File: src/rtl/cipher_serializer.sv
// Byte serializer for ciphertext blocks: latches a block, emits it MSB byte first
// over a valid/ready handshake, and pulses key_adv on accept and done on completion.
`ifndef MSG_SIZE
`define MSG_SIZE 32
`endif

module cipher_serializer #(
   parameter int MSG_SIZE = `MSG_SIZE
) (
   input  logic                clk,
   input  logic                reset,
   input  logic                load,
   input  logic [MSG_SIZE-1:0] din,
   output logic                busy,
   output logic                key_adv,
   output logic [7:0]          byte_out,
   output logic                byte_valid,
   input  logic                byte_ready,
   output logic                byte_last,
   output logic                done
);

   localparam int NBYTES = MSG_SIZE / 8;
   localparam int CW     = (NBYTES > 1) ? $clog2(NBYTES) : 1;
   localparam logic [CW-1:0] LAST_CNT = CW'(NBYTES - 1);

   typedef enum logic {IDLE, SEND} state_t;

   state_t              state_q;
   logic [MSG_SIZE-1:0] sreg_q;
   logic [CW-1:0]       cnt_q;
   logic                key_adv_q;
   logic                done_q;
   logic                handshake;

   assign handshake = (state_q == SEND) && byte_ready;

   always_ff @(posedge clk) begin
      if (!reset) begin
         state_q   <= IDLE;
         sreg_q    <= '0;
         cnt_q     <= '0;
         key_adv_q <= 1'b0;
         done_q    <= 1'b0;
      end else begin
         key_adv_q <= 1'b0;
         done_q    <= 1'b0;
         case (state_q)
            IDLE: begin
               if (load) begin
                  sreg_q    <= din;
                  cnt_q     <= '0;
                  state_q   <= SEND;
                  key_adv_q <= 1'b1;
               end
            end
            SEND: begin
               // load is deliberately not looked at here, even on the final handshake
               if (handshake) begin
                  if (cnt_q == LAST_CNT) begin
                     state_q <= IDLE;
                     cnt_q   <= '0;
                     sreg_q  <= '0;
                     done_q  <= 1'b1;
                  end else begin
                     sreg_q <= {sreg_q[MSG_SIZE-9:0], 8'h00};
                     cnt_q  <= cnt_q + 1'b1;
                  end
               end
            end
            default: state_q <= IDLE;
         endcase
      end
   end

   assign byte_valid = (state_q == SEND);
   assign busy       = (state_q == SEND);
   assign byte_out   = (state_q == SEND) ? sreg_q[MSG_SIZE-1:MSG_SIZE-8] : 8'h00;
   assign byte_last  = byte_valid && (cnt_q == LAST_CNT);
   assign key_adv    = key_adv_q;
   assign done       = done_q;

endmodule

File: config.mk
export PLATFORM = sky130hd
export DESIGN_NAME = cipher_serializer
export DESIGN_NICKNAME = d
export VERILOG_FILES = /design/src/rtl/cipher_serializer.sv
export SDC_FILE = /design/constraint.sdc
export NUM_CORES = 1
export LEC_CHECK = 0
export ABC_AREA = 1
export CELL_PAD_IN_SITES_DETAIL_PLACEMENT = 0
export CELL_PAD_IN_SITES_GLOBAL_PLACEMENT = 2
export CORE_MARGIN = 8
export CORE_UTILIZATION = 25
export DETAILED_ROUTE_END_ITERATION = 6
export HOLD_SLACK_MARGIN = 0.03
export PLACE_DENSITY_LB_ADDON = 0.08
export REMOVE_ABC_BUFFERS = 1
export SYNTH_ARGS = -nofsm -noshare
export SYNTH_HDL_FRONTEND = slang
export SYNTH_SLANG_ARGS = --single-unit
export TNS_END_PERCENT = 20
File: constraint.sdc
create_clock -name clk -period 1.55 [get_ports clk]
set_input_delay 0.155 -clock clk [delete_from_list [all_inputs] [get_ports clk]]
set_output_delay 0.155 -clock clk [all_outputs]
set_load 0.03 [all_outputs]
After elaboration in Yosys (flattened, before gate mapping)
Cells that the tools add are included.
{ "totals": {"in_bits": 36, "regBits": 37, "mem_bits_rw": 0, "n_memories": 0, "latchBits": 0, "romBits": 0} }
{ "op_classes": {"n_eq_ne": 3, "shifts": 0, "add_sub_neg": 1, "reduce_logical": 5, "div_mod_pow": 0, "n_lt_le_gt_ge": 0, "n_mux": 14, "n_bitwise": 2, "n_mul": 0} }
{ "ops": {"columns": ["cell", "n"], "rows": [
  ["$mux W32", 3],
  ["$pmux W32 S2", 1],
  ["$mux W8", 1],
  ["$mux W2", 3],
  ["$mux W1", 4],
  ["$pmux W2 S2", 1],
  ["$reduce_and A3 Y1", 1],
  ["$add A2 B1 Y2 const B", 1],
  ["$eq A2 B2 Y1 const B", 1],
  ["$logic_and A1 B1 Y1", 2],
  ["$ne A2 B1 Y1 const B", 1],
  ["$ne A2 B2 Y1 const B", 1],
  ["$not A1 Y1", 2],
  ["$pmux W1 S2", 1],
  ["$reduce_and A2 Y1", 1],
  ["$reduce_or A2 Y1", 1]
]} }

Logic depth before layout (Yosys ltp)
Gate-level depths: netlist of run 1.
{ "logic_depth": {"depth_word": 4, "ltp_mapped": 7, "mapped_depth_nobuf": 6} }

Least setup slack after synthesis of run 1
Ideal clock, no wire load.
{ "synth_path": {"path_kind": "register to register", "from": "reg state_q, in the netlist busy", "to": "reg sreg_q[12]", "setup_ps": 111, "slack_ps": 236, "required_time_ps": 1439, "stages_incl_launch_ff": 8, "arrival_ps": 1203, "path_cell_list": "dfxtp_1 -> buf_6 -> nand2_4 -> inv_2 -> nor2_8 -> buf_6 -> nor2_1 -> nor2_1"} }
{ "synth_between": {"elab_chain_len": 3} }
{ "synth_rtl": {"columns": ["element", "line", "text"], "rows": [
  ["start: declaration", "29", "state_t state_q;"],
  ["start signal: assignment", "40", "state_q <= IDLE;"],
  ["start signal: assignment", "53", "state_q <= SEND;"],
  ["start signal: assignment", "61", "state_q <= IDLE;"],
  ["$logic_and A1 B1 Y1 / $not A1 Y1 (equally long branches)", null, null],
  ["$ne A2 B1 Y1 (no line) / $ne A2 B2 Y1 (equally long branches)", null, null],
  ["$reduce_and A2 Y1 (no line)", null, null],
  ["end signal: assignment", "51", "sreg_q <= din;"],
  ["end signal: assignment", "66", "sreg_q <= {sreg_q[MSG_SIZE-9:0], 8'h00};"],
  ["end: declaration", "30", "logic [MSG_SIZE-1:0] sreg_q;"]
]} }
Parallel ways exist; a longest one is shown, timed or not.
A chain may end at the register's enable or synchronous reset.

Final worst setup path of run 1
{ "layout_path": {"from": "reg state_q, in the netlist busy", "to": "out byte_last"} }
{ "layout_between": {"elab_chain_len": 1} }
{ "layout_rtl": {"columns": ["element", "line", "text"], "rows": [
  ["$logic_and A1 B1 Y1", "79", "assign byte_last = byte_valid && (cnt_q == LAST_CNT);"],
  ["end: declaration", "19", "output logic byte_last,"]
]} }
No other way between the ends.

==> results of run 1 <==
## flip-flops by register name, summed over array words and instances, names as in the netlist
register  cells
cnt_q         2
key_adv       1
sreg_q       32
busy          1
done          1
## worst max-delay path, stage by stage, from the launching register on
cell and delay (ps):
sky130_fd_sc_hd__dfxtp_4 430, sky130_fd_sc_hd__buf_4 270, sky130_fd_sc_hd__nand2_1 80, sky130_fd_sc_hd__inv_1 60
sky130_fd_sc_hd__buf_4 150
## cells in the mapped netlist, drive strengths merged
| cell | instances |
|---|---|
| nand2 | 99 |
| nand3 | 53 |
| nor2 | 51 |
| inv | 39 |
| dfxtp | 37 |
| buf | 17 |
| a21oi | 7 |
| o21ai | 5 |
| clkbuf | 3 |
| ha | 2 |
| nor3 | 1 |
## through the flow
| step | util (%) | power (mW) | area [um^2] |
|---|---|---|---|
| after floorplan | - | 1.39 | 1850 |
| after global placement | 33.4 | 1.65 | 2570 |
| after detailed placement | 33.4 | 1.64 | 2570 |
| after CTS | 34.6 | 2.35 | 2660 |
| after global routing | 34.5 | 2.45 | 2650 |
| final | 34.5 | 2.31 | 2650 |
## power breakdown
| group | total, mW | internal (mW) | switching [mW] | leakage, nW |
|---|---|---|---|---|
| clock | 0.697 | 0.353 | 0.344 | 0.0443 |
| combinational | 0.539 | 0.253 | 0.287 | 0.966 |
| sequential | 1.07 | 1.03 | 0.0417 | 0.306 |
| total | 2.31 | 1.63 | 0.672 | 1.32 |
## final timing paths
check | to | depth (start not counted) | start | slack (ps)
worst max-delay path | byte_last | 4 | busy | 110
worst min-delay path | sreg_q[4] | 3 | din[4] | 410
worst max register to register | sreg_q[28] | 6 | busy | 240
worst min register to register | sreg_q[6] | 2 | sreg_q[6] | 450
## layer usage
| metal | GRT usage [%] | vias up | share of wire (%) | wire (um) |
|---|---|---|---|---|
| li1 | - | 1047 | - | - |
| met4 | 3.36 | 0 | 0.86 | 48 |
| met1 | 12.7 | 807 | 49 | 2730 |
| met2 | 18.1 | 32 | 46 | 2570 |
| met3 | 3.01 | 5 | 4.4 | 246 |
| met5 | 0 | - | 0 | 0 |
## placed cells by master (no fill, tap or decap), types with 6 or more instances in the layout
cell                              instances
sky130_fd_sc_hd__nand2_1                 96
sky130_fd_sc_hd__nand3_1                 53
sky130_fd_sc_hd__nor2_1                  48
sky130_fd_sc_hd__inv_1                   37
sky130_fd_sc_hd__clkdlybuf4s50_1         37
sky130_fd_sc_hd__dfxtp_1                 36
sky130_fd_sc_hd__buf_4                   18
sky130_fd_sc_hd__a21oi_1                  7
sky130_fd_sc_hd__clkbuf_8                 6
## timing repair
action,4_1_cts,5_1_grt
resized for setup,1,0
setup endpoints to repair,3,3
cloned,0,0
hold endpoints to repair,0,0
## layout make-up
class,count,area share [%]
multi-input combinational,218,36.1
tap,102,4.82
clock buffer,7,3.26
sequential,37,28.1
timing repair buffer,59,22.1
inverter,39,5.62
## logic make-up (layout without fill, tap and decap cells)
| family | Yosys count | after routing | synth area share [%] |
|---|---|---|---|
| and+or+nand+nor | 204 | 204 | 44.3 |
| buffers and inverters | 59 | 105 | 13.8 |
| DFF | 37 | 37 | 37.6 |
| AOI/OAI and AO/OA | 12 | 12 | 3.05 |
| adders and majority gates | 2 | 2 | 1.27 |
==> parameters.txt, run 1 <==
Parameter                              Value

Outcome
  Result of the run    finished, final reports clean

Place
  HPWL after DPL    3820 um
  Final weighted congestion in routability-driven placement    0.696
  Number of input and output port buffers inserted    48
  Placed cell count    456
  Worst setup slack after placement    132 ps

Finish
  Multi-input gate area in the final layout    957 um^2
  Area added between synthesis and finish    34.6%
  Fin nets    398
  Layout filler cell count    883
  Non-filler cells, final    462
  Antenna Diode Count    0
  Fraction of layout instances using a drive strength above 1    10.3%
  Reg area    744 um^2

Synthesis
  Register area share after synthesis    37.6%
  Number of instances in the synthesized netlist    314
  Synth top area cells    sky130_fd_sc_hd__dfxtp_1 (38%), sky130_fd_sc_hd__nand2_1 (18%), sky130_fd_sc_hd__nand3_1 (13%)
  Area fraction of the dominant cell type after synthesis    37.6%
  Largest area contributor in the netlist    sky130_fd_sc_hd__dfxtp_1
  Yosys Warn Count    0
  Number of synthesized register bits    37
  Average footprint of a synthesized cell    6.27 um^2
  Post-synth cell types    21
  Cell area after synthesis    1970 um^2

Power
  Leakage Power    1.32 nW
  Worst VDD drop    0.372 mV
  Pwr per Cell Area    870 nW/um^2

Floorplan
  Die Y    105 um
  Core Area    7690 um^2
  Die Outline Area    11000 um^2
  Die width    105 um
  Initial Utilization    25.6%
  I/O pin total    49
  Number of core rows    32

Detailed routing
  Number of detailed-routing iterations run before antenna repair    4
  Vias    1891
  1st-iter DRT viols    56
  Wire length per cell after detailed routing    12.1 um
  DRC violation count after routing    0
  Routed wire length    5590 um
  Antenna-violating nets left    0
  Mean number of vias per cell    4.09

STA
  RSZ-0062 raised after global routing    false
  Achievable frequency    695 MHz
  Total of endpoints with negative setup slack in the final report    0
  Least-Margin Pin Slew    371 ps
  Worst-case setup margin in the final layout    111 ps
  Post-Route Skew    7.57 ps
  Minimum clock period after layout    1440 ps
  Part of the cycle the worst path needs    92.8%
  Final count of hold timing violations    0
  Max Slew Vio Count    0
  Worst slew margin relative to its limit    75.3%
  Post-Route Hold Slack    411 ps
  Setup TNS after final layout    0 ps

Clock tree
  Post-CTS setup buffers    0
  Clock input transition at the sequential cells of the worst setup and hold paths    80 ps
  CTS Hold Bufs    0
  Clock buffers created by TritonCTS    5
  Number of sinks handled by clock tree synthesis    37
  Latest clock arrival within the worst-skew pair    290 ps
  Maximum buffer depth of the clock tree    2
  Clock root cell    sky130_fd_sc_hd__clkbuf_8
  TritonCTS clock tree    done
  Number of H-tree levels    2

Critical path
  Critical path class    register to primary output
  Crit path required time    1390 ps
  Category of the worst setup path capture point    primary output
  Crit path DAT    1280 ps
  Worst Setup Start Kind    register
  CP max FO    16

Min path
  Classification of the worst-slack hold path    input pin to register

Global route
  First-pass GRT wire length    9720 um
  Vias in the first global route    2064
  Antenna violations before repair    0
  Maximum number of pins on one net before global-route repair    33
  Congestion Overflow GR    0
  Total routing resource utilization after global routing    10.7%

Job
  Max-capacitance violation count    0
No activity file was read; power rests on OpenSTA's default activity.
==> run 2: changes to the inputs <==
CORE_UTILIZATION = 26   (was 25)
CTS_BUF_LIST = sky130_fd_sc_hd__clkbuf_8   (was not set)
==> run 2 against run 1 <==
Via count is 0.74% lower. Sequential cell count unchanged. First-iteration DRC count up 23%. Die area down 3.3%. Utilization up 1.3 points. Setup slack gained 15 ps. Critical path depth shrank 3. Sequential power about the same. Critical path type unchanged. Critical endpoint is now done. Largest cell class unchanged.
==> parameters.txt, run 2 (synthesis gave the netlist of run 1 again) <==
Parameter                              Value

Outcome
  Result of the run    finished, final reports clean

Clock tree
  Number of H-tree levels    2 (unchanged)
  TritonCTS clock tree    done
  CTS Hold Bufs    0 (unchanged)
  Clock input transition at the sequential cells of the worst setup and hold paths    70 ps (about the same)
  Maximum buffer depth of the clock tree    2 (unchanged)
  Number of sinks handled by clock tree synthesis    37 (unchanged)
  Post-CTS setup buffers    0 (unchanged)
  Clock root cell    sky130_fd_sc_hd__clkbuf_8
  Clock buffers created by TritonCTS    5 (unchanged)
  Latest clock arrival within the worst-skew pair    280 ps (about the same)

Power
  Total Power    2.23 mW (-3.5%)
  Reg power frac    48.2% (+1.8 points)
  Worst VDD drop    0.404 mV (+8.6%)
  Share of power burned in the clock network    28.6% (-1.6 points)
  Sw Share    29.7% (+0.57 points)
  Leakage Power    1.31 nW (-0.44%)
  Power Internal    1.56 mW (-4.3%)
  Part of the total power dissipated in combinational logic    23.2% (-0.2 points)
  Net Switching    662 uW (-1.6%)
  Pwr per Cell Area    854 nW/um^2 (-1.9%)

Critical path
  Critical-path top delay cell    sky130_fd_sc_hd__clkdlybuf4s50_1
  Critical path class    register to primary output
  Timing startpoint of the critical path    done
  CP max FO    1 (-15)
  Count of cells along the worst register-to-register path    6 (unchanged)
  Worst Setup Start Kind    register
  Crit path required time    1390 ps (about the same)
  Top Family by Delay on Critical Path    buffers and inverters
  Crit path DAT    1270 ps (about the same)
  Worst r2r dst    sreg_q[31]
  FF-to-FF setup slack    250 ps (about the same)
  Critical Path End    done
  Category of the worst setup path capture point    primary output
  Critical path, cell by cell    clkdlybuf4s50_1
  Launch point of the worst reg-to-reg path    busy
  Total buffers and inverters traversed by the critical path    1 (-2)
  Cell count along the critical path    1 (-3)
  Slowest Stage Delay on Critical Path    670 ps (+240 ps)

STA
  Worst-case setup margin in the final layout    127 ps (+15.4 ps)
  Minimum clock period after layout    1420 ps (-15.4 ps)
  Post-Route Skew    0.979 ps (-6.59 ps)
  Setup TNS after final layout    0 ps (unchanged)
  RSZ-0062 raised after global routing    false
  Least-Margin Pin Slew    375 ps (+4.10 ps)
  Achievable frequency    703 MHz (+1.1%)
  Total of endpoints with negative setup slack in the final report    0 (unchanged)
  Part of the cycle the worst path needs    91.8% (-1.0 points)
  Worst slew margin relative to its limit    75.0% (-0.27 points)
  Max Slew Vio Count    0 (unchanged)
  Final count of hold timing violations    0 (unchanged)
  Post-Route Hold Slack    411 ps (+0.206 ps)

Detailed routing
  Met2 wire length    2610 um (+1.5%)
  Mean number of vias per cell    4.08 (-0.31%)
  Routed wire length    5620 um (+0.50%)
  Vias    1877 (-0.74%)
  Sum of routed wire segments on met1    2600 um (-4.9%)
  Number of detailed-routing iterations run before antenna repair    4 (unchanged)
  Sum of met3 wire segment lengths after detailed routing    341 um (+39%)
  Wire length per cell after detailed routing    12.2 um (+0.94%)
  1st-iter DRT viols    69 (+23%)
  DRC violation count after routing    0 (unchanged)
  Top Metal Used    met4
  Antenna-violating nets left    0 (unchanged)

Global route
  Congestion Overflow GR    0 (unchanged)
  Total routing resource utilization after global routing    11.3% (+0.63 points)
  Antenna violations before repair    0 (unchanged)
  Vias in the first global route    1842 (-11%)
  First-pass GRT wire length    9270 um (-4.6%)
  Maximum number of pins on one net before global-route repair    25 (-24%)

Finish
  Flip-flop count of the largest register, all copies and words added    32 (unchanged)
  Fin nets    398 (unchanged)
  Layout filler cell count    850 (-3.7%)
  Fraction of layout instances using a drive strength above 1    9.97% (-0.31 points)
  Antenna Diode Count    0 (unchanged)
  Commonest cells after routing, fill and taps aside    sky130_fd_sc_hd__nand2_1 (96), sky130_fd_sc_hd__nand3_1 (53), sky130_fd_sc_hd__nor2_1 (48)
  Area added between synthesis and finish    32.3%
  Commonest non-fill, non-tap cell in the layout    sky130_fd_sc_hd__nand2_1
  Registers with the most flip-flops    sreg_q: 32 flops, cnt_q: 2 flops
  Most flops, register    sreg_q
  Final core area utilization    35.7% (+1.3 points)

Place
  Number of input and output port buffers inserted    48 (unchanged)
  Final weighted congestion in routability-driven placement    0.684 (-1.7%)
  HPWL after DPL    3760 um (-1.4%)
  Worst setup slack after placement    128 ps (-3.64 ps)

Min path
  Classification of the worst-slack hold path    input pin to register

Job
  Max-capacitance violation count    0 (unchanged)

Floorplan
  Die Outline Area    10600 um^2 (-3.3%)
  I/O pin total    49 (unchanged)
  Core Area    7290 um^2 (-5.1%)
  Die width    103 um (-1.6%)
  Initial Utilization    27.0% (+1.4 points)
  Number of core rows    31 (-3.1%)
  Die Y    103 um (-1.6%)
[run 2: changes by cell type in the layout (fill, tap and decap cells not counted)]
cell	before	now
sky130_fd_sc_hd__buf_12	4	1
sky130_fd_sc_hd__clkbuf_8	6	5
sky130_fd_sc_hd__clkbuf_1	1	0
sky130_fd_sc_hd__inv_1	37	40
sky130_fd_sc_hd__buf_4	18	20
sky130_fd_sc_hd__buf_6	0	1
[run 2: worst register-to-register path, delay by kind of cell, from the launching register on]
family / cells / cell delay [ps]
buffers and inverters: 2 / 330
flip-flops: 1 / 470
AND/OR/NAND/NOR: 4 / 400
[run 2: through the flow]
| stage | cell area [um^2] | cells |
|---|---|---|
| 3_5_place_dp | 2520 | 452 |
| 2_1_floorplan | 1850 | 294 |
| 3_3_place_gp | 2520 | 452 |
| 5_1_grt | 2610 | 460 |
| 6_report | 2610 | 460 |
| 4_1_cts | 2600 | 460 |
[run 2: power by group through the flow]
stage          sequential [mW]  clock [mW]  combinational (mW)
6_report                  1.07       0.636               0.516
5_1_grt                   1.08       0.710               0.593
4_1_cts                   1.07       0.670               0.526
3_5_place_dp              1.09           0               0.523
3_3_place_gp              1.09           0               0.527
2_1_floorplan             1.10           0               0.281
[run 2: layer usage]
| metal | vias to the layer above | global-route usage [%] |
|---|---|---|
| li1 | 1046 | - |
| met1 | 779 | 13.9 |
| met2 | 46 | 18.6 |
| met3 | 6 | 2.84 |
| met4 | 0 | 4.00 |
| met5 | - | 0 |
[run 2: layout make-up]
| type | count | area (um^2) | area share, % |
|---|---|---|---|
| multi-input combinational | 218 | 957 | 36.7 |
| sequential | 37 | 744 | 28.6 |
| timing repair buffer | 59 | 552 | 21.2 |
| inverter | 39 | 149 | 5.71 |
| tap | 99 | 124 | 4.75 |
| clock buffer | 5 | 68.8 | 2.64 |
| clock inverter | 3 | 11.3 | 0.432 |
[run 2: worst min-delay path by stage]
stage | to | slack (ps) | from | depth (start not counted)
3_5_place_dp | sreg_q[6] | 440 | sreg_q[6] | 2
5_1_grt | sreg_q[1] | 410 | din[1] | 3
4_1_cts | sreg_q[7] | 400 | din[7] | 3
3_3_place_gp | sreg_q[1] | 440 | sreg_q[1] | 2
2_1_floorplan | sreg_q[1] | 270 | din[1] | 2
6_report | sreg_q[7] | 410 | din[7] | 3
[run 2: repair_timing]
item / 4_1_cts / 5_1_grt
pin swaps: 0 / 0
endpoints found under the setup margin: 8 / 8
gates resized for setup: 1 / 1
==> run 3: changes to the inputs <==
SKIP_LAST_GASP = 1   (was not set)
==> results of run 3 <==
No change in the layout: final DEF, timing and power equal those of run 2.
